`config.mk`:
```
export PLATFORM = sky130hd
export DESIGN_NAME = ram_write_sequencer
export DESIGN_NICKNAME = d
export VERILOG_FILES = /design/src/rtl/ram_write_sequencer.sv
export SDC_FILE = /design/constraint.sdc
export NUM_CORES = 1
export LEC_CHECK = 0
export ABC_AREA = 1
export ABC_CLOCK_PERIOD_IN_PS = 1400
export BUFFER_PORTS_ARGS = -buffer_cell sky130_fd_sc_hd__buf_4
export CAP_MARGIN = 25
export CORE_UTILIZATION = 41
export CTS_BUF_LIST = sky130_fd_sc_hd__clkbuf_8
export DETAILED_ROUTE_END_ITERATION = 8
export PLACE_DENSITY = 0.68
export SYNTH_ARGS = -nofsm -noshare
export SYNTH_HDL_FRONTEND = slang
export SYNTH_SLANG_ARGS = --single-unit
```
`constraint.sdc`:
```
create_clock -name MAX10_CLK1_50 -period 1.4 [get_ports MAX10_CLK1_50]
set_input_delay 0 -clock MAX10_CLK1_50 [delete_from_list [all_inputs] [get_ports MAX10_CLK1_50]]
set_output_delay 0 -clock MAX10_CLK1_50 [all_outputs]
set_load 0.02 [all_outputs]
```
`src/rtl/ram_write_sequencer.sv`:
```
// ram_write_sequencer: debounced pushbutton write/clear sequencer for a small board RAM.
// Optional feature macro AUTO_SCAN_EN: when defined, the idle read address comes from an
// internal scan counter stepping every SCAN_DIV cycles instead of from rd_addr_in.
module ram_write_sequencer #(
  parameter int NBits     = 7,
  parameter int NAddr     = 3,
  parameter int DB_CYCLES = 500000,
  parameter int SCAN_DIV  = 25000000
) (
  input  logic             MAX10_CLK1_50,
  input  logic             rst,
  input  logic             key_wr_n,
  input  logic             key_clr_n,
  input  logic [NBits-1:0] data_in,
  input  logic [NAddr-1:0] rd_addr_in,
  output logic             ram_wr_en,
  output logic [NAddr-1:0] ram_addr,
  output logic [NBits-1:0] ram_data,
  output logic [NAddr-1:0] wr_ptr,
  output logic [NAddr:0]   count,
  output logic             full
);
  localparam int DBW = $clog2(DB_CYCLES + 1);
  localparam logic [NAddr:0] DEPTH = {1'b1, {NAddr{1'b0}}};

  typedef enum logic [1:0] {IDLE, WRITE, HOLD} state_t;

  state_t           state, state_nxt;
  logic [1:0]       key_raw, press;
  logic             wr_press, clr_press, clr_pend, clr_now, go;
  logic [NAddr:0]   cnt_inc;
  logic [NAddr-1:0] rd_addr;

  assign key_raw   = {key_clr_n, key_wr_n};
  assign wr_press  = press[0];
  assign clr_press = press[1];

  for (genvar k = 0; k < 2; k++) begin : g_key
    logic [1:0]     sync;
    logic [DBW-1:0] cnt;
    logic           db, db_d;
    // synchronize, then accept a new level only after DB_CYCLES consecutive differing cycles
    always_ff @(posedge MAX10_CLK1_50 or negedge rst)
      if (!rst) begin
        sync <= 2'b11;
        cnt  <= '0;
        db   <= 1'b1;
        db_d <= 1'b1;
      end else begin
        sync <= {sync[0], key_raw[k]};
        cnt  <= (sync[1] == db || cnt == DBW'(DB_CYCLES - 1)) ? '0 : cnt + 1'b1;
        db   <= (sync[1] != db && cnt == DBW'(DB_CYCLES - 1)) ? sync[1] : db;
        db_d <= db;
      end
    assign press[k] = db_d & ~db;
  end

`ifdef AUTO_SCAN_EN
  localparam int SDW = $clog2(SCAN_DIV + 1);
  logic [SDW-1:0]   div;
  logic [NAddr-1:0] scan;
  logic             step;
  assign step    = div == SDW'(SCAN_DIV - 1);
  assign rd_addr = scan;
  // free-running read scan, frozen while a write is in flight
  always_ff @(posedge MAX10_CLK1_50 or negedge rst)
    if (!rst) begin
      div  <= '0;
      scan <= '0;
    end else if (state == IDLE) begin
      div  <= step ? '0 : div + 1'b1;
      scan <= scan + NAddr'(step);
    end
`else
  assign rd_addr = rd_addr_in;
`endif

  // state register
  always_ff @(posedge MAX10_CLK1_50 or negedge rst)
    if (!rst) state <= IDLE;
    else      state <= state_nxt;

  // next state; a clear (fresh or pending) in IDLE takes priority over a write press
  always_comb begin
    state_nxt = state;
    clr_now   = 1'b0;
    go        = 1'b0;
    case (state)
      IDLE: begin
        clr_now   = clr_press | clr_pend;
        go        = wr_press & ~full & ~clr_now;
        state_nxt = go ? WRITE : IDLE;
      end
      WRITE:   state_nxt = HOLD;
      HOLD:    state_nxt = IDLE;
      default: state_nxt = IDLE;
    endcase
  end

  assign cnt_inc = full ? count : count + 1'b1;

  // registered RAM interface, pointer/count bookkeeping and deferred clear
  always_ff @(posedge MAX10_CLK1_50 or negedge rst)
    if (!rst) begin
      ram_wr_en <= 1'b1;
      ram_addr  <= '0;
      ram_data  <= '0;
      wr_ptr    <= '0;
      count     <= '0;
      full      <= 1'b0;
      clr_pend  <= 1'b0;
    end else begin
      ram_wr_en <= state_nxt != WRITE;
      ram_addr  <= go ? wr_ptr : (state == IDLE ? rd_addr : ram_addr);
      ram_data  <= go ? data_in : ram_data;
      clr_pend  <= (state != IDLE) & (clr_pend | clr_press);
      if (clr_now) begin
        wr_ptr <= '0;
        count  <= '0;
        full   <= 1'b0;
      end else if (state == HOLD) begin
        wr_ptr <= wr_ptr + 1'b1;
        count  <= cnt_inc;
        full   <= cnt_inc == DEPTH;
      end
    end
endmodule

```
==> flow_metrics.tcl <==
set metrics [dict create \
    crit_chain "inv_2 -> nor2_2 -> o21ai_4 -> nor2_1" \
    synth_top_area_share_pct 43.3 \
    drtAntennaViolNets 0 \
    cp_max_fo 5 \
    dpl_worst_slack_ns -0.0230 \
    worstPathArrival_ns 1.71 \
    fin_area_mm2 0.00448 \
    total_power_uw 4220 \
    yosysWarnings 0 \
    grt_max_degree 37 \
    setup_viol 14 \
    place_area_mm2 0.00393 \
    antenna_found_initial 0 \
    cp_slowest_cell "dfstp_2" \
    crit_required_ns 1.67 \
    critPathLaunchType "flip-flop" \
    maxCapViolations 0 \
    fin_ws_ns -0.0378 \
    fin_setup_tns_ns -0.308 \
    power.leakage_uw 0.00196 \
    grt_pass1_wl_um 12500 \
    initial_utilization_pct 43.2 \
    numPortBuffers 32 \
    cp-end-kind "flip-flop" \
    ys_seq_area_share_pct 50.2 \
    crit_family "simple AND/OR/NAND/NOR gates" \
    layout_common_cells "nand2_1 (104), nor2_1 (73), dfrtp_1 (57)" \
    ys_ff_latch 68 \
    fin_crit_ns 1.44 \
    finClkSkew_ns 0.0130 \
    cts_tree "done" \
    worst_slew_pin_slew_ns 0.559 \
    grt_overflow 0 \
    rsz0062_at_grt "yes" \
    r2r_slack_ns -0.04 \
    yosys.area.top_type "dfrtp_1" \
    die_area_mm2 0.00869 \
    cts.clk_slew.worst_paths_ns 0.08 \
    r2r_cells 4 \
    diodes 0 \
    vias 2918 \
    ios 33 \
    clock_path_buffers 2 \
    drt_iter0_markers 162 \
    via_per_inst 4.83 \
    layout_commonest_cell "nand2_1" \
    fin_util_pct 56.8 \
    timing.slew.headroom_pct 62.7 \
    wl_per_cell_um 12.9 \
    coreArea_mm2 0.00789 \
    synth_area_leaders "dfrtp_1 (43%), nand2_1 (12%), nor2_1 (8.9%)" \
    syn_to_final_growth_pct 31.3 \
    min_path_type "input port to asynchronous set/reset pin" \
    crit_type "flip-flop to flip-flop" \
    rr_endpoint "g_key[1].cnt[11]" \
    die_y_um 93.2 \
    numCtsBuffers 9 \
    place_congestion 0.871 \
    drcViolationCount 0 \
    first_pass_iters 4 \
    grt_pass1_vias 2835 \
    htree_levels 3 \
    syn-num-nets 433 \
    max_freq_mhz 695 \
    ir_worst_vdd_mv 0.635 \
    fin_crit_sh_pct 103 \
    slowest_delay_ns 0.57 \
    postSynthCellCount 415 \
    syn_area_per_cell_um2 8.22 \
    violations "setup timing" \
    netlist_area_mm2 0.00341 \
    wl_um 7790 \
    p_per_area_mw_per_mm2 942 \
    finalHoldViolCount 0 \
    nets 515 \
    regToRegStartpoint "g_key[1].db" \
    place_hpwl_um 4970 \
    groute.usage.overall_pct 18.5 \
    cts-root-buf "clkbuf_8" \
    fp-row-count 32 \
    synth_cell_types 31 \
    path_buf_inv 1 \
    cts.sinks 68 \
    drive_gt1_share_pct 27.1 \
    maxSlewViolCount 0 \
    die_w_um 93.2 \
    status "finished, violations left" \
    clk_latency_ns 0.35 \
]
[worst max path at each step]
stage                           from  cells past startpoint               end
CTS                  g_key[1].cnt[1]                      6  g_key[1].cnt[11]
detailed placement   g_key[1].cnt[1]                      6  g_key[1].cnt[11]
global placement         g_key[1].db                      7       ram_data[3]
finish                   g_key[1].db                      4  g_key[1].cnt[11]
floorplan                g_key[1].db                      8       ram_addr[0]
global route        g_key[1].sync[1]                      4   g_key[1].cnt[2]
[area by class of cell]
class | instances | area (um2)
tap | 102 | 128
multi-input combinational | 304 | 1640
clock inverter | 7 | 118
inverter | 42 | 160
sequential | 68 | 1720
fill | 659 | 3410
timing repair buffer | 72 | 591
clock buffer | 9 | 124
[where the power goes]
group	internal (uW)	switching (uW)	total [uW]	leakage, uW
logic	110	122	232	0.000981
registers	1990	17.9	2010	0.000866
clock network	1180	796	1980	0.000117
[synth_stat cells, drive strengths merged]
cell type / instances
buf: 4
o21ai: 10
xnor2: 10
dfstp: 9
nand3: 30
and2: 2
dfrtp: 59
nor2: 93
inv: 42
ha: 4
xor2: 16
o21bai: 1
o22ai: 3
nor3b: 2
nor3: 4
nand4: 6
nand2: 117
a21oi: 3
[layer usage]
metal	vias to the layer above	GRT usage [%]	wire length, um
li1	1466	-	-
met3	10	5.53	278
met1	1376	23.0	3490
met4	0	5.26	126
met5	-	0	0
met2	66	31.0	3900
[logic make-up (layout without fill, tap and decap cells)]
family | count (synthesis) | after routing | synth area share, %
and+or+nand+nor | 254 | 254 | 32.6
DFF | 68 | 68 | 50.2
buffers and inverters | 46 | 130 | 5.65
xor gates and xnor gates | 26 | 26 | 6.68
AOI/OAI and AO/OA | 17 | 20 | 3.34
adders and majority gates | 4 | 4 | 1.47
[timing repair]
action                                  in CTS  in global routing
hold buffers                                13                  0
buffers inserted                             0                  3
cloned                                       1                  3
hold endpoints to repair                    63                  0
endpoints found under the setup margin      16                 50
pin swaps                                    0                  2
gates resized for setup                      2                 31
[per-stage QoR]
step / std cells / hold slack (ns)
floorplan: 415 / -0.296
global placement: 568 / -0.00924
detailed placement: 568 / 0.00406
CTS: 598 / 0.158
global route: 604 / 0.194
finish: 604 / 0.143
[sequential cells by signal, summed over array words and instances, names as in the netlist]
signal	cells
g_key.cnt	38
g_key.sync	4
wr_ptr	3
g_key.db	2
state	2
count	4
full	1
ram_wr_en	1
g_key.db_d	2
ram_addr	3
clr_pend	1
ram_data	7
(Power assumes the default switching activity.)
